<file path="src/rtl/pix_capture_gray.sv">
// pix_capture_gray: oversampled pixel-port capture, RGB->luma, X/Y/SOF/EOL tagging.
// Rev 1.0 - initial release.
`default_nettype none

module pix_capture_gray #(
  parameter int DIM_W      = 12,
  parameter int MAX_WIDTH  = 1280,
  parameter int MAX_HEIGHT = 1024,
  parameter bit SYNC_POL   = 1'b1
) (
  input  logic             I_CORE_CLK,
  input  logic             I_RST,
  input  logic [23:0]      I_PIX_DATA,
  input  logic             I_VSYNC,
  input  logic             I_HSYNC,
  input  logic             I_DE,
  input  logic             I_PCLK,
  output logic [7:0]       O_GRAY,
  output logic             O_VALID,
  output logic [DIM_W-1:0] O_X,
  output logic [DIM_W-1:0] O_Y,
  output logic             O_SOF,
  output logic             O_EOL,
  output logic [DIM_W-1:0] O_LINE_WIDTH,
  output logic             O_ERR
);

  localparam logic [1:0] ST_IDLE   = 2'd0;
  localparam logic [1:0] ST_VBLANK = 2'd1;
  localparam logic [1:0] ST_ACTIVE = 2'd2;
  localparam logic [1:0] ST_HBLANK = 2'd3;

  localparam logic [DIM_W-1:0] MAX_W_C = DIM_W'(MAX_WIDTH);
  localparam logic [DIM_W-1:0] MAX_H_C = DIM_W'(MAX_HEIGHT);
  localparam logic [DIM_W-1:0] ONE_C   = DIM_W'(1);

  // Synchronizer bit layout: {pclk, vsync, hsync, de, data[23:0]}
  logic [27:0]      sync1_q, sync1_d, sync2_q, sync2_d;
  logic             pclk_prev_q, pclk_prev_d;
  logic             pclk_rise;

  logic             cap_valid_q, cap_valid_d;
  logic [23:0]      cap_data_q, cap_data_d;
  logic             cap_de_q, cap_de_d;
  logic             cap_vs_q, cap_vs_d;
  logic             cap_hs_q, cap_hs_d;

  logic [1:0]       state_q, state_d;
  logic [DIM_W-1:0] x_q, x_d, y_q, y_d;
  logic             sof_pend_q, sof_pend_d;
  logic             err_q, err_d;

  logic [7:0]       gray_q, gray_d;
  logic             valid_q, valid_d;
  logic [DIM_W-1:0] ox_q, ox_d, oy_q, oy_d;
  logic             sof_q, sof_d;
  logic             eol_q, eol_d;
  logic [DIM_W-1:0] lw_q, lw_d;

  logic [15:0]      luma_sum;
  logic             emit;
  logic             unused_hsync;

  assign unused_hsync = cap_hs_q;

  always_comb begin
    sync1_d     = {I_PCLK, I_VSYNC, I_HSYNC, I_DE, I_PIX_DATA};
    sync2_d     = sync1_q;
    pclk_prev_d = sync2_q[27];
    pclk_rise   = sync2_q[27] & ~pclk_prev_q;

    cap_valid_d = pclk_rise;
    cap_data_d  = cap_data_q;
    cap_de_d    = cap_de_q;
    cap_vs_d    = cap_vs_q;
    cap_hs_d    = cap_hs_q;
    if (pclk_rise) begin
      cap_data_d = sync2_q[23:0];
      cap_de_d   = sync2_q[24];
      cap_hs_d   = SYNC_POL ? sync2_q[25] : ~sync2_q[25];
      cap_vs_d   = SYNC_POL ? sync2_q[26] : ~sync2_q[26];
    end
  end

  always_comb begin
    luma_sum = 16'd77  * {8'd0, cap_data_q[23:16]}
             + 16'd150 * {8'd0, cap_data_q[15:8]}
             + 16'd29  * {8'd0, cap_data_q[7:0]};

    state_d    = state_q;
    x_d        = x_q;
    y_d        = y_q;
    sof_pend_d = sof_pend_q;
    err_d      = err_q;
    gray_d     = gray_q;
    valid_d    = 1'b0;
    ox_d       = ox_q;
    oy_d       = oy_q;
    sof_d      = 1'b0;
    eol_d      = 1'b0;
    lw_d       = lw_q;
    emit       = 1'b0;

    if (cap_valid_q) begin
      // VSYNC restarts the frame from any state, dropping a partial line silently
      if (cap_vs_q) begin
        state_d    = ST_VBLANK;
        x_d        = '0;
        y_d        = '0;
        sof_pend_d = 1'b1;
      end else if (state_q == ST_VBLANK || state_q == ST_HBLANK) begin
        if (cap_de_q) begin
          state_d = ST_ACTIVE;
          emit    = 1'b1;
        end
      end else if (state_q == ST_ACTIVE) begin
        if (cap_de_q) begin
          emit = 1'b1;
        end else begin
          state_d = ST_HBLANK;
          eol_d   = 1'b1;
          lw_d    = x_q;
          x_d     = '0;
          y_d     = (y_q < MAX_H_C) ? y_q + ONE_C : y_q;
        end
      end
    end

    if (emit) begin
      if (x_q < MAX_W_C && y_q < MAX_H_C) begin
        valid_d    = 1'b1;
        gray_d     = luma_sum[15:8];
        ox_d       = x_q;
        oy_d       = y_q;
        sof_d      = sof_pend_q;
        sof_pend_d = 1'b0;
      end else begin
        err_d = 1'b1;
      end
      x_d = (x_q < MAX_W_C) ? x_q + ONE_C : x_q;
    end
  end

  always_ff @(posedge I_CORE_CLK or posedge I_RST) begin
    if (I_RST) begin
      sync1_q     <= '0;
      sync2_q     <= '0;
      pclk_prev_q <= 1'b0;
      cap_valid_q <= 1'b0;
      cap_data_q  <= '0;
      cap_de_q    <= 1'b0;
      cap_vs_q    <= 1'b0;
      cap_hs_q    <= 1'b0;
      state_q     <= ST_IDLE;
      x_q         <= '0;
      y_q         <= '0;
      sof_pend_q  <= 1'b0;
      err_q       <= 1'b0;
      gray_q      <= '0;
      valid_q     <= 1'b0;
      ox_q        <= '0;
      oy_q        <= '0;
      sof_q       <= 1'b0;
      eol_q       <= 1'b0;
      lw_q        <= '0;
    end else begin
      sync1_q     <= sync1_d;
      sync2_q     <= sync2_d;
      pclk_prev_q <= pclk_prev_d;
      cap_valid_q <= cap_valid_d;
      cap_data_q  <= cap_data_d;
      cap_de_q    <= cap_de_d;
      cap_vs_q    <= cap_vs_d;
      cap_hs_q    <= cap_hs_d;
      state_q     <= state_d;
      x_q         <= x_d;
      y_q         <= y_d;
      sof_pend_q  <= sof_pend_d;
      err_q       <= err_d;
      gray_q      <= gray_d;
      valid_q     <= valid_d;
      ox_q        <= ox_d;
      oy_q        <= oy_d;
      sof_q       <= sof_d;
      eol_q       <= eol_d;
      lw_q        <= lw_d;
    end
  end

  assign O_GRAY       = gray_q;
  assign O_VALID      = valid_q;
  assign O_X          = ox_q;
  assign O_Y          = oy_q;
  assign O_SOF        = sof_q;
  assign O_EOL        = eol_q;
  assign O_LINE_WIDTH = lw_q;
  assign O_ERR        = err_q;

endmodule

`default_nettype wire
</file>
<file path="config.mk">
export PLATFORM = sky130hd
export DESIGN_NAME = pix_capture_gray
export DESIGN_NICKNAME = d
export VERILOG_FILES = /design/src/rtl/pix_capture_gray.sv
export SDC_FILE = /design/constraint.sdc
export NUM_CORES = 1
export LEC_CHECK = 0
export BUFFER_PORTS_ARGS = -buffer_cell sky130_fd_sc_hd__buf_2
export CAP_MARGIN = 20
export CORE_UTILIZATION = 33
export DETAILED_ROUTE_END_ITERATION = 12
export GPL_TIMING_DRIVEN = 0
export HOLD_SLACK_MARGIN = 0.03
export RECOVER_POWER = 50
export SLEW_MARGIN = 20
export SYNTH_ARGS = -nofsm -noshare
export SYNTH_HDL_FRONTEND = slang
export SYNTH_SLANG_ARGS = --single-unit
</file>
<file path="constraint.sdc">
create_clock -name I_CORE_CLK -period 15.3 [get_ports I_CORE_CLK]
set_input_delay 2.295 -clock I_CORE_CLK [delete_from_list [all_inputs] [get_ports I_CORE_CLK]]
set_output_delay 2.295 -clock I_CORE_CLK [all_outputs]
set_load 0.05 [all_outputs]
</file>
# [After elaboration in Yosys (flattened, before gate mapping)]
# Index checks and enable logic that the tools add are counted.
[op_classes] addsub=4 mul=3 magnitude_cmp=2 eq_ne=10 mux=35 bitwise_logic=6 reduce_logical=13
[op_table] op="$mux W12" count=12
[op_table] op="$mul A7 B8 Y15 const A" count=2
[op_table] op="$add A12 B1 Y12 const B" count=2
[op_table] op="$lt A12 B11 Y1 const B" count=2
[op_table] op="$mux W1" count=18
[op_table] op="$add A15 B16 Y16" count=1
[op_table] op="$add A16 B13 Y16" count=1
[op_table] op="$reduce_and A5 Y1" count=3
[op_table] op="$mul A5 B8 Y13 const A" count=1
[op_table] op="$mux W2" count=5
[op_table] op="$ne A3 B1 Y1 const B" count=2
[op_table] op="$ne A3 B3 Y1 const B" count=2
[op_table] op="$reduce_bool A2 Y1" count=3
[op_table] op="$reduce_bool A3 Y1" count=2
[op_table] op="$not A1 Y1" count=5
[op_table] op="$eq A2 B2 Y1 const B" count=2
[op_table] op="$ne A2 B1 Y1 const B" count=2
[op_table] op="$reduce_and A2 Y1" count=2
[op_table] op="$reduce_and A4 Y1" count=1
[op_table] op="$eq A2 B1 Y1 const B" count=1
[op_table] op="$ne A2 B2 Y1 const B" count=1
[op_table] op="$and A1 B1 Y1" count=1
[op_table] op="$logic_and A1 B1 Y1" count=1
[op_table] op="$logic_or A1 B1 Y1" count=1
[word_totals] register_bits=159 elab_cells=92

# [Longest topological paths before layout]
# Gate-level depths: netlist of the first run.
[depth] word_depth=7 mapped_depth=25 ltp_nobuf=25

# [Worst setup path before layout of the first run]
# No wires, ideal clock.
[synth_timing] kind="register -> register" start="register cap_data_q[12]" end="register gray_q[5], in the netlist O_GRAY[5]" arrival_time_ps=5938 t_required_ps=15170 path_slack_ps=9232 path_stages_with_launch=22 cell_sequence="dfrtp_1 > ha_1 > ha_1 > inv_1 > fa_1 > fa_1 > inv_1 > ha_1 > xnor2_1 > fa_1 > fa_1 > inv_1 > fa_1 > fa_1 > inv_1 > ha_1 > a21o_1 > a41oi_2 > a21oi_2 > a311oi_2 > xor2_1 > o21ai_1"
[synth_via] elab_chain_cells=3
[synth_lines] element="from (decl)" line_no="43" source="logic [23:0] cap_data_q, cap_data_d;"
[synth_lines] element="from (signal assigned)" line_no="171" source="cap_data_q <= cap_data_d;"
[synth_lines] element="$mul A7 B8 Y15" line_no="87" source="+ 16'd150 * {8'd0, cap_data_q[15:8]}"
[synth_lines] element="$add A15 B16 Y16" line_no="87"
[synth_lines] element="$add A16 B13 Y16" line_no="88" source="+ 16'd29 * {8'd0, cap_data_q[7:0]};"
[synth_lines] element="to (signal assigned)" line_no="180" source="gray_q <= gray_d;"
[synth_lines] element="to (decl)" line_no="53" source="logic [7:0] gray_q, gray_d;"
# No other way between the ends.
# A chain may end at the register's enable or synchronous reset.

# [Worst setup path in the final report of the first run]
# Ends and elaborated chain as after synthesis.

==> impl_results.md, run 1 <==
- Outcome: finished, violations left
- Violated checks: max-capacitance violations, max-slew violations
- Master cell of the clock root buffer: sky130_fd_sc_hd__clkbuf_16
- Share of synthesized area occupied by flip-flops and latches: 46.6%
- Starting utilization of the core area: 33.5%
- Slew margin rel.: -85.8%
- Vias in the first global route: 5322
- Total Negative Setup Slacks: 0 ns
- DR iter-0 viols: 174
- Path class of the lowest-slack min-delay path: reg2reg
- Core ar.: 25100 µm²
- Classification of the worst setup path: reg2reg
- Number of unique standard cell types used by synthesis: 47
- Cells after synthesis: 680
- Most used flip-flop cell after synthesis: sky130_fd_sc_hd__dfrtp_1
- Post_cts resized: 0
- Portion of synthesized cell area occupied by the leading cell type: 46.6%
- Total routed wirelength: 15500 µm
- Antenna violations before repair: 0
- Die X-Extent: 162 µm
- Clock tree from TritonCTS: yes
- Hold buffers post-CTS: 0
- Maximum number of pins on one net before global-route repair: 97
- Hold violation count in the final report: 0
- Area added between synthesis and finish: 16.0%
- Post-CTS setup buffers: 0
- Crit path launch: cap_data_q[12]
- CP Data Arrival Time: 6.77 ns
- Most frequent cell after synthesis: sky130_fd_sc_hd__dfrtp_1
- Slowest stage cell on the critical path: sky130_fd_sc_hd__fa_1
- FP Rows: 58
- Net count, final: 947
- Most used standard cells in the synthesized netlist: 157 x sky130_fd_sc_hd__dfrtp_1, 96 x sky130_fd_sc_hd__inv_1, 86 x sky130_fd_sc_hd__ha_1
- Leading post-synthesis cells by cell area: sky130_fd_sc_hd__dfrtp_1 47%, sky130_fd_sc_hd__fa_1 13%, sky130_fd_sc_hd__ha_1 13%
- Stage delay of the slowest cell on the critical path: 0.54 ns
- Startpoint of the lowest-slack register-to-register path: cap_data_q[12]
- Most numerous cell on the critical path: sky130_fd_sc_hd__fa_1
- Number of placed I/O pins: 78
- Insertion delay of the later-clocked pin in the worst-skew pair: 0.43 ns
- Reg2Reg Capture Point: O_GRAY[5]
- Achievable Freq: 154 MHz
- Fin. max-slew vios: 62
- Setup crit end: O_GRAY[5]
- Crit-path cells: ha_1 > ha_1 > inv_1 > fa_1 > fa_1 > inv_1 > ha_1 > xnor2_1 > fa_1 > fa_1 > inv_1 > fa_1 > fa_1 > inv_1 > ha_1 > a21o_1 > a41oi_2 > a21oi_2 > a311oi_2 > xor2_1 > o21ai_1
- RSZ-0062 raised after global routing: false
- Mean Syn Cell Area: 12.4 µm²
- Number of enable flip-flop cells after synthesis: 0
- Share of layout cells above drive strength 1: 20.8%
- Port bufs: 76
- Overall global routing resource usage: 13.3%
- Internal reg-to-reg setup slack: 8.82 ns
- Antenna-violating nets left: 0
- Post-synth design cell area: 8420 µm²
- DR WL/cell: 13.8 µm
- Flip-flop and latch count after synthesis: 157
- Number of maximum-capacitance violations: 1
- Gpl congestion: 0.751
- Fill cell instance count of the final layout: 2501
- Overall die height: 162 µm
- Worst Clk Skew: 0.00927 ns
- Async set-or-reset flop fraction in the synthesized netlist: 100%
- Post-synth top area cell: sky130_fd_sc_hd__dfrtp_1
- Residual overflow from global routing: 0
- CTS H-tree depth: 4
- Fraction of the cycle the final worst path needs: 42.3%
- Worst EP required: 15.60 ns
- Tightest Pin Transition: 2.77 ns
- Clock sinks: 157
- Total vias in the final route: 5000
- Post-route DRC: 0
- Number of cells on the worst reg-to-reg path: 21
- Area enclosed by the die boundary: 26200 µm²
- Antenna diodes: 0
- Number of setup violations in the final report: 0
- Clock-pin slew reported for the worst setup and hold paths after clock tree synthesis: 0.07 ns
- Critical Path Start Type: flip-flop
- Shortest period the worst path allows: 6.48 ns
- Kind of capture point of the worst setup path: flip-flop
- Peak fanout along the critical path: 5
- First-pass iteration count of the detailed router: 4
- Num CTS Buffers: 17
- Average via count per standard cell: 4.47
- Synth Warn #: 0
- First-pass GRT wire length: 26900 µm
- Clock buffer depth: 2
- Number of nets in the synthesized netlist: 851
- Detailed-placement wirelength estimate: 11600 µm
## worst max-delay path, delay by kind of cell, from the launching register on
family	cells	cell delay (ns)
buf+inv	4	0.18
compound gates	5	1.05
xor+xnor	2	0.40
flops	1	0.45
fa+ha+maj	10	4.28
## sequential cells by signal, indices dropped and copies added (netlist names), 2 cells and up
signal,flops
sync1_q,27
sync2_q,27
cap_data_q,24
O_LINE_WIDTH,12
O_X,12
O_Y,12
x_q,12
y_q,12
O_GRAY,8
state_q,2
## area by class of cell
type                       count  area (µm²)  share of cell area (%)
buffer                        14        52.6                   0.538
clock buffer                  19         453                    4.64
clock inverter                12         105                    1.08
inverter                      96         362                    3.70
multi-input combinational    413        4050                    41.5
sequential                   157        3930                    40.2
tap                          330         413                    4.23
timing repair buffer          77         404                    4.14
## layer usage
| layer | track usage (%) | routed length [µm] | up-vias |
|---|---|---|---|
| li1 | - | - | 2414 |
| met1 | 16.9 | 7040 | 2499 |
| met2 | 22.0 | 7550 | 67 |
| met3 | 3.29 | 598 | 20 |
| met4 | 4.76 | 276 | 0 |
| met5 | 0 | 0 | - |
## placed cells by master, fill, tap and decap left out, types with 13 or more instances in the layout
master,synthesis,routed
sky130_fd_sc_hd__dfrtp_1,157,157
sky130_fd_sc_hd__inv_1,96,95
sky130_fd_sc_hd__ha_1,86,86
sky130_fd_sc_hd__buf_2,5,73
sky130_fd_sc_hd__fa_1,55,55
sky130_fd_sc_hd__mux2_2,49,49
sky130_fd_sc_hd__nand2_1,41,41
sky130_fd_sc_hd__nor2_1,41,41
sky130_fd_sc_hd__xor2_1,23,23
sky130_fd_sc_hd__o21ai_0,18,18
sky130_fd_sc_hd__clkbuf_1,9,17
sky130_fd_sc_hd__clkbuf_16,0,17
sky130_fd_sc_hd__a21oi_1,13,13
## metrics by stage
step                hold slack, ns  worst slack, ns  utilization, %  cell area [µm²]  std cells
global placement             0.331             6.85            36.7             9220       1086
CTS                          0.348             8.75            39.1             9810       1118
detailed placement           0.335             8.80            36.8             9250       1087
finish                       0.346             8.82            38.9             9770       1118
global route                 0.357             8.55            38.9             9770       1118
floorplan                    0.331             8.77               -             8420        680
## how the worst min path moves through the flow
stage	from	end	depth (start not counted)
floorplan	sync1_q[0]	sync2_q[0]	0
global placement	sync1_q[21]	sync2_q[21]	0
detailed placement	sync1_q[26]	sync2_q[26]	0
CTS	sync1_q[3]	sync2_q[3]	0
global route	sync1_q[26]	sync2_q[26]	0
finish	sync1_q[3]	sync2_q[3]	0
## cell families (layout without fill, tap and decap cells)
group,Yosys count,in the layout,share of synthesized area [%]
fa+ha+maj,141,141,25.9
xor+xnor,33,33,3.60
mux,49,49,6.55
compound gates,66,66,5.42
buf+inv,110,218,4.98
flops,157,157,46.6
simple gates,124,124,6.95
Power of run 1 is not shown: default switching activity piles up to over one toggle a cycle in this logic, so the estimate is an artifact.
==> run 2: changes to the inputs <==
==> constraint.sdc (replaced) <==
create_clock -name I_CORE_CLK -period 5.9 [get_ports I_CORE_CLK]
set_input_delay 0.885 -clock I_CORE_CLK [delete_from_list [all_inputs] [get_ports I_CORE_CLK]]
set_output_delay 0.885 -clock I_CORE_CLK [all_outputs]
set_load 0.05 [all_outputs]
==> run 2 against run 1 <==
The flow still finishes with violations (max-capacitance violations, max-slew violations). Worst setup slack got worse by 8.8 ns. Count of clock-buffer cells in the layout unchanged. Via count increased by 2.5%. Wire length increased by 3.3%. Critical path depth unchanged. Fmax increased by 11%. First-iteration DRC count decreased by 8.0%. Critical endpoint is now O_GRAY[7]. Largest cell class unchanged.
==> impl_results.md, run 2 (same netlist as run 1, synthesis figures left out) <==
- Outcome: finished, violations left
- Violated checks: max-capacitance violations, max-slew violations
- Antenna-violating nets left: 0 (unchanged)
- Kind of capture point of the worst setup path: flip-flop
- Worst Hold Launch: sync1_q[1]
- Startpoint of the lowest-slack register-to-register path: cap_data_q[14]
- Fin. max-slew vios: 160 (+160%)
- Achievable Freq: 171 MHz (+11%)
- First-pass GRT wire length: 27100 µm (+0.84%)
- Starting utilization of the core area: 33.5% (unchanged)
- Slew margin rel.: -147% (-62 points)
- Area enclosed by the die boundary: 26200 µm² (unchanged)
- DR iter-0 viols: 160 (-8.0%)
- Share of layout cells above drive strength 1: 26.3% (+5.5 points)
- Antenna violations before repair: 0 (unchanged)
- Area added between synthesis and finish: 20.2%
- Clock tree from TritonCTS: yes
- Critical Path Start Type: flip-flop
- Detailed-placement wirelength estimate: 11700 µm (+0.97%)
- Number of setup violations in the final report: 0 (unchanged)
- Stage delay of the slowest cell on the critical path: 0.51 ns (-0.03 ns)
- Core ar.: 25100 µm² (unchanged)
- Post-route DRC: 0 (unchanged)
- DR WL/cell: 14.2 µm (+2.4%)
- Insertion delay of the later-clocked pin in the worst-skew pair: 0.43 ns (about the same)
- Fraction of the cycle the final worst path needs: 99.2% (+57 points)
- RSZ-0062 raised after global routing: true
- Maximum number of pins on one net before global-route repair: 86 (-11%)
- Area of all placed cells without fillers: 10100 µm² (+3.6%)
- Master cell of the clock root buffer: sky130_fd_sc_hd__clkbuf_16
- Clock sinks: 157 (unchanged)
- Largest regs: sync1_q x27, sync2_q x27, cap_data_q x24
- Gpl congestion: 0.750 (-0.21%)
- Clock buffer depth: 2 (unchanged)
- Hold violation count in the final report: 0 (unchanged)
- Num CTS Buffers: 17 (unchanged)
- Clock-pin slew reported for the worst setup and hold paths after clock tree synthesis: 0.07 ns (about the same)
- Worst EP required: 6.24 ns (-9.36 ns)
- Peak fanout along the critical path: 5 (unchanged)
- Average via count per standard cell: 4.54 (+1.6%)
- Total vias in the final route: 5126 (+2.5%)
- Worst Clk Skew: 0.0130 ns (+0.00368 ns)
- Net count, final: 956 (+0.95%)
- Slowest stage cell on the critical path: sky130_fd_sc_hd__fa_1
- CP Data Arrival Time: 6.20 ns (-0.57 ns)
- CTS H-tree depth: 4 (unchanged)
- Top library cells by usage in the layout, fill and taps aside: 154 x sky130_fd_sc_hd__dfrtp_1, 89 x sky130_fd_sc_hd__inv_1, 78 x sky130_fd_sc_hd__buf_2, 77 x sky130_fd_sc_hd__ha_1, 54 x sky130_fd_sc_hd__fa_1
- Tightest Pin Transition: 3.69 ns (+0.918 ns)
- Fill cell instance count of the final layout: 2485 (-0.64%)
- Most numerous cell on the critical path: sky130_fd_sc_hd__fa_1
- Cell area after placement: 9290 µm² (+0.47%)
- FP Rows: 58 (unchanged)
- Classification of the worst setup path: reg2reg
- Path class of the lowest-slack min-delay path: reg2reg
- Residual overflow from global routing: 0 (unchanged)
- Total routed wirelength: 16000 µm (+3.3%)
- Die X-Extent: 162 µm (unchanged)
- Crit path launch: cap_data_q[14]
- Overall die height: 162 µm (unchanged)
- Antenna diodes: 0 (unchanged)
- Vias in the first global route: 5405 (+1.6%)
- Crit-path cells: ha_4 > ha_4 > inv_2 > fa_1 > fa_1 > inv_2 > ha_4 > xnor2_2 > fa_1 > fa_1 > inv_2 > fa_1 > fa_1 > inv_2 > ha_4 > a21o_1 > a41oi_4 > a21oi_4 > a31oi_2 > xnor3_1 > o21ai_1
- Shortest period the worst path allows: 5.86 ns (-0.620 ns)
- First-pass iteration count of the detailed router: 6 (+2)
- Total Negative Setup Slacks: 0 ns (unchanged)
- Number of maximum-capacitance violations: 2 (+1)
- Port bufs: 76 (unchanged)
- Number of placed I/O pins: 78 (unchanged)
- Most common cell after layout, fill and taps aside: sky130_fd_sc_hd__dfrtp_1
- Overall global routing resource usage: 13.4% (+0.11 points)
- Hold buffers post-CTS: 0 (unchanged)
-- run 2: timing repair --
action,in CTS,in global routing
resized for setup,25,10
endpoints found under the setup margin,7,6
setup buffers,8,1
pin swaps,25,6
-- run 2: worst paths after layout --
kind	endpoint	slack, ns	depth (start not counted)
max in group asynchronous	sync1_q[3]	1.42	3
worst min-delay path	sync2_q[1]	0.34	0
worst max register to register	O_GRAY[7]	0.04	21
worst max-delay path	O_GRAY[7]	0.04	21
min in group asynchronous	O_X[2]	1.56	2
worst min register to register	sync2_q[1]	0.34	0
-- run 2: metrics by stage --
stage / setup slack, ns / hold slack [ns] / util [%] / std cells
after CTS: -0.0132 / 0.343 / 40.3 / 1127
after global placement: -1.13 / 0.332 / 36.9 / 1086
after global routing: -0.154 / 0.341 / 40.3 / 1128
after detailed placement: -0.491 / 0.336 / 37.0 / 1087
final: 0.0448 / 0.342 / 40.3 / 1128
after floorplan: 0.0280 / 0.331 / - / 680
-- run 2: final cells by class --
cell class	count	area [µm²]	share of cell area, %
clock buffer	19	443	4.38
tap	330	413	4.08
sequential	157	3930	38.9
inverter	96	364	3.60
clock inverter	13	179	1.77
buffer	14	58.8	0.581
timing repair buffer	86	449	4.44
multi-input combinational	413	4280	42.3
-- run 2: layer usage --
metal	global-route usage [%]	share of wire [%]	vias to the layer above
met5	0	0	-
met3	3.80	3.9	8
met1	16.9	45	2610
met2	22.7	50	62
li1	-	-	2446
met4	3.22	0.69	0
-- run 2: critical path: cells and delay by family (launching register included) --
| family | cells | cell delay [ns] |
|---|---|---|
| buffers and inverters | 4 | 0.16 |
| adder cells (fa/ha/maj) | 10 | 3.93 |
| AO/OA/AOI/OAI | 5 | 0.91 |
| XOR/XNOR | 2 | 0.36 |
| flip-flops | 1 | 0.41 |
Power of run 2 is left out for the same reason.
==> run 3: changes to the inputs <==
--- a/config.mk
+++ b/config.mk
@@ -5,12 +5,14 @@
 export SDC_FILE = /design/constraint.sdc
 export NUM_CORES = 1
 export LEC_CHECK = 0
+export ABC_AREA = 1
 export BUFFER_PORTS_ARGS = -buffer_cell sky130_fd_sc_hd__buf_2
 export CAP_MARGIN = 20
 export CORE_UTILIZATION = 33
 export DETAILED_ROUTE_END_ITERATION = 12
 export GPL_TIMING_DRIVEN = 0
 export HOLD_SLACK_MARGIN = 0.03
+export MAX_ROUTING_LAYER = met4
 export RECOVER_POWER = 50
 export SLEW_MARGIN = 20
 export SYNTH_ARGS = -nofsm -noshare
==> run 3 against run 2 <==
The flow finishes with violations (design-rule violations, max-capacitance violations, max-slew violations). Cell count rose by 21%. Register-to-register slack improved by 0.26 ns. Utilization fell by 0.26 points. Global-route usage rose by 0.65 points. Final area rose by 3.7%. Critical path depth rose by 4. Synthesized area rose by 5.3%. Largest cell class unchanged. Highest routed layer unchanged.
==> impl_results.md, run 3 <==
- Compound-gate portion of the synthesized area: 6.32% (+0.90 points)
- Number of nets in the synthesized netlist: 1090 (+28%)
- Internal reg-to-reg setup slack: 0.30 ns (+0.26 ns)
- Kind of capture point of the worst setup path: flip-flop
- Mux contribution to synthesized area: 0% (-6.6 points)
- Die X-Extent: 166 µm (+2.6%)
- Clock-pin slew reported for the worst setup and hold paths after clock tree synthesis: 0.07 ns (about the same)
- Average via count per standard cell: 4.46 (-1.8%)
- Critical Path Start Type: flip-flop
- Maximum number of pins on one net before global-route repair: 83 (-3.5%)
- Tightest Pin Transition: 3.15 ns (-0.544 ns)
- Detailed-placement wirelength estimate: 13100 µm (+11%)
- Fin. max-slew vios: 160 (unchanged)
- Net count, final: 1192 (+25%)
- Clock sinks: 157 (unchanged)
- Most common cell after layout, fill and taps aside: sky130_fd_sc_hd__nand2_1
- Leading post-synthesis cells by cell area: sky130_fd_sc_hd__dfrtp_1 44%, sky130_fd_sc_hd__fa_1 12%, sky130_fd_sc_hd__ha_1 12%
- Master cell of the clock root buffer: sky130_fd_sc_hd__clkbuf_16
- Worst Clk Skew: 0.0152 ns (+0.00225 ns)
- Setup crit end: O_GRAY[7]
- Starting utilization of the core area: 33.9% (+0.31 points)
- Mean Syn Cell Area: 9.65 µm² (-22%)
- Synth Warn #: 0 (unchanged)
- Largest regs: sync1_q x27, sync2_q x27, cap_data_q x24
- Portion of synthesized cell area occupied by the leading cell type: 44.3% (-2.4 points)
- Classification of the worst setup path: reg2reg
- Post-synth design cell area: 8870 µm² (+5.3%)
- Share of layout cells above drive strength 1: 15.9% (-10 points)
- Number of setup violations in the final report: 0 (unchanged)
- CP Data Arrival Time: 5.93 ns (-0.27 ns)
- Fraction of the cycle the final worst path needs: 94.9% (-4.3 points)
- Number of maximum-capacitance violations: 2 (unchanged)
- Insertion delay of the later-clocked pin in the worst-skew pair: 0.43 ns (about the same)
- First-pass GRT wire length: 30000 µm (+11%)
- Top library cells by usage in the layout, fill and taps aside: 216 x sky130_fd_sc_hd__nand2_1, 153 x sky130_fd_sc_hd__dfrtp_1, 149 x sky130_fd_sc_hd__inv_1, 81 x sky130_fd_sc_hd__buf_2, 79 x sky130_fd_sc_hd__ha_1
- Footprint of the multi-input gates: 4440 µm² (+3.6%)
- Post-synth top area cell: sky130_fd_sc_hd__dfrtp_1
- Number of unique standard cell types used by synthesis: 36 (-23%)
- Most used standard cells in the synthesized netlist: 222 x sky130_fd_sc_hd__nand2_1, 157 x sky130_fd_sc_hd__dfrtp_1, 153 x sky130_fd_sc_hd__inv_1
- Reg2Reg Capture Point: O_GRAY[7]
- Antenna diodes: 0 (unchanged)
- Flip-flop and latch count after synthesis: 157 (unchanged)
- Violated checks: design-rule violations, max-capacitance violations, max-slew violations
- Path class of the lowest-slack min-delay path: reg2reg
- Hold buffers post-CTS: 0 (unchanged)
- Async set-or-reset flop fraction in the synthesized netlist: 100% (unchanged)
- Shortest period the worst path allows: 5.60 ns (-0.256 ns)
- Antenna-violating nets left: 0 (unchanged)
- Synthesized-area fraction occupied by xor and xnor cells: 1.48% (-2.1 points)
- Post-route DRC: 6 (+6)
- FP Rows: 59 (+1.7%)
- Seq. cell area: 3930 µm² (about the same)
- Worst EP required: 6.23 ns (about the same)
- Crit path launch: cap_data_q[11]
- Hold violation count in the final report: 0 (unchanged)
- Share of synthesized area occupied by flip-flops and latches: 44.3% (-2.4 points)
- Num CTS Buffers: 17 (unchanged)
- Basic-gate share of the synthesized area counting and, or, nand and nor cells: 15.9% (+8.9 points)
- Number of enable flip-flop cells after synthesis: 0 (unchanged)
- Peak fanout along the critical path: 4 (-1)
- Clock buffer depth: 2 (unchanged)
- Number of placed I/O pins: 78 (unchanged)
- Core ar.: 26200 µm² (+4.4%)
- Port bufs: 76 (unchanged)
- Startpoint of the lowest-slack register-to-register path: cap_data_q[11]
- First-pass iteration count of the detailed router: 9 (+3)
- Outcome: finished, violations left
- Cells after synthesis: 919 (+35%)
- CTS H-tree depth: 4 (unchanged)
- Slew margin rel.: -111% (+36 points)
- Main combinational cell family by area after synthesis: adder cells
- Gpl congestion: 0.867 (+16%)
- Area enclosed by the die boundary: 27500 µm² (+5.3%)
- Clock tree from TritonCTS: yes
- Overall global routing resource usage: 14.1% (+0.65 points)
- Most used flip-flop cell after synthesis: sky130_fd_sc_hd__dfrtp_1
- Vias in the first global route: 6235 (+15%)
- Overall die height: 166 µm (+2.6%)
- Total vias in the final route: 6099 (+19%)
- Achievable Freq: 179 MHz (+4.6%)
- Most frequent cell after synthesis: sky130_fd_sc_hd__nand2_1
- Area added between synthesis and finish: 18.3%
- Number of cells on the worst reg-to-reg path: 25 (+19%)
- Residual overflow from global routing: 0 (unchanged)
- Synth Area in Adders: 24.5% (-1.3 points)
- DR WL/cell: 12.6 µm (-11%)
- Final cell utilization of the core: 40.1% (-0.26 points)
- Total routed wirelength: 17300 µm (+8.0%)
- Antenna violations before repair: 0 (unchanged)
- DR iter-0 viols: 350 (+120%)
- Fill cell instance count of the final layout: 2554 (+2.8%)
[run 3: cell count changes after synthesis, moves of 4 or more]
cell / delta
sky130_fd_sc_hd__a21o_1: -6
sky130_fd_sc_hd__a21oi_1: +16
sky130_fd_sc_hd__and2_1: -4
sky130_fd_sc_hd__clkbuf_1: -4
sky130_fd_sc_hd__inv_1: +57
sky130_fd_sc_hd__mux2_2: -49
sky130_fd_sc_hd__nand2_1: +181
sky130_fd_sc_hd__nand3_1: +24
sky130_fd_sc_hd__nand4_1: +5
sky130_fd_sc_hd__nor3_1: +8
sky130_fd_sc_hd__o21a_1: +10
sky130_fd_sc_hd__o21ai_0: +15
sky130_fd_sc_hd__o21ai_1: +11
sky130_fd_sc_hd__xor2_1: -14
[run 3: routing by layer]
| layer | wire length (µm) | part of all wire [%] | GRT usage, % |
|---|---|---|---|
| met2 | 7670 | 44 | 21.2 |
| met4 | 213 | 1.2 | 4.43 |
| met1 | 8850 | 51 | 19.1 |
| met3 | 525 | 3.0 | 2.69 |
| met5 | 0 | 0 | - |
[run 3: worst min-delay path by stage]
stage | start | to | slack (ns) | cells past startpoint
2_1_floorplan | sync1_q[0] | sync2_q[0] | 0.33 | 0
3_5_place_dp | sync1_q[21] | sync2_q[21] | 0.33 | 0
4_1_cts | sync1_q[12] | sync2_q[12] | 0.35 | 0
5_1_grt | sync1_q[12] | sync2_q[12] | 0.34 | 0
6_report | sync1_q[12] | sync2_q[12] | 0.34 | 0
3_3_place_gp | sync1_q[13] | sync2_q[13] | 0.33 | 0
[run 3: layout make-up]
class	instances	area share [%]
clock inverters	8	1.26
inverters	157	5.63
repair buffers	83	4.10
multi-input cells	592	42.3
flip-flops and latches	157	37.5
clock buffers	22	4.52
well taps	335	3.99
plain buffers	13	0.739
[run 3: worst max-delay path, stage by stage (launching register included)]
cell and delay, ns:
sky130_fd_sc_hd__dfrtp_2 0.40, sky130_fd_sc_hd__ha_1 0.29, sky130_fd_sc_hd__ha_1 0.27, sky130_fd_sc_hd__ha_1 0.27
sky130_fd_sc_hd__inv_1 0.05, sky130_fd_sc_hd__fa_1 0.51, sky130_fd_sc_hd__inv_2 0.05, sky130_fd_sc_hd__ha_4 0.22
sky130_fd_sc_hd__buf_4 0.15, sky130_fd_sc_hd__a31oi_4 0.20, sky130_fd_sc_hd__xnor2_2 0.14, sky130_fd_sc_hd__fa_1 0.45
sky130_fd_sc_hd__fa_1 0.49, sky130_fd_sc_hd__inv_1 0.05, sky130_fd_sc_hd__fa_1 0.46, sky130_fd_sc_hd__fa_1 0.49
sky130_fd_sc_hd__inv_1 0.07, sky130_fd_sc_hd__ha_4 0.31, sky130_fd_sc_hd__nand2_4 0.07, sky130_fd_sc_hd__nor2_4 0.11
sky130_fd_sc_hd__and2_1 0.12, sky130_fd_sc_hd__nand2_1 0.05, sky130_fd_sc_hd__nand2_1 0.07, sky130_fd_sc_hd__nand3_1 0.08
sky130_fd_sc_hd__nand3_1 0.08, sky130_fd_sc_hd__nand2_1 0.05
[run 3: cells by family after synthesis]
family / after synthesis
buffers and inverters: 170
and+or+nand+nor: 336
xor gates and xnor gates: 15
adders and majority gates: 141
AOI/OAI and AO/OA: 100
DFF: 157
[run 3: timing repair]
item	CTS	global route
endpoints found under the setup margin	7	7
setup buffers	3	3
gates resized for setup	16	24
pin swaps	3	20
[run 3: through the flow]
step / setup TNS (ns) / instances / instance area, µm² / hold slack [ns] / setup slack [ns]
3_3_place_gp: -159.27 / 1330 / 9670 / 0.333 / -1.02
2_1_floorplan: 0 / 919 / 8870 / 0.331 / 0.112
6_report: 0 / 1367 / 10500 / 0.342 / 0.300
5_1_grt: -0.0932 / 1367 / 10500 / 0.344 / -0.0389
3_5_place_dp: -1.31 / 1331 / 9710 / 0.335 / -0.328
4_1_cts: 0 / 1364 / 10400 / 0.345 / 0.0183
Power of run 3 is left out for the same reason.
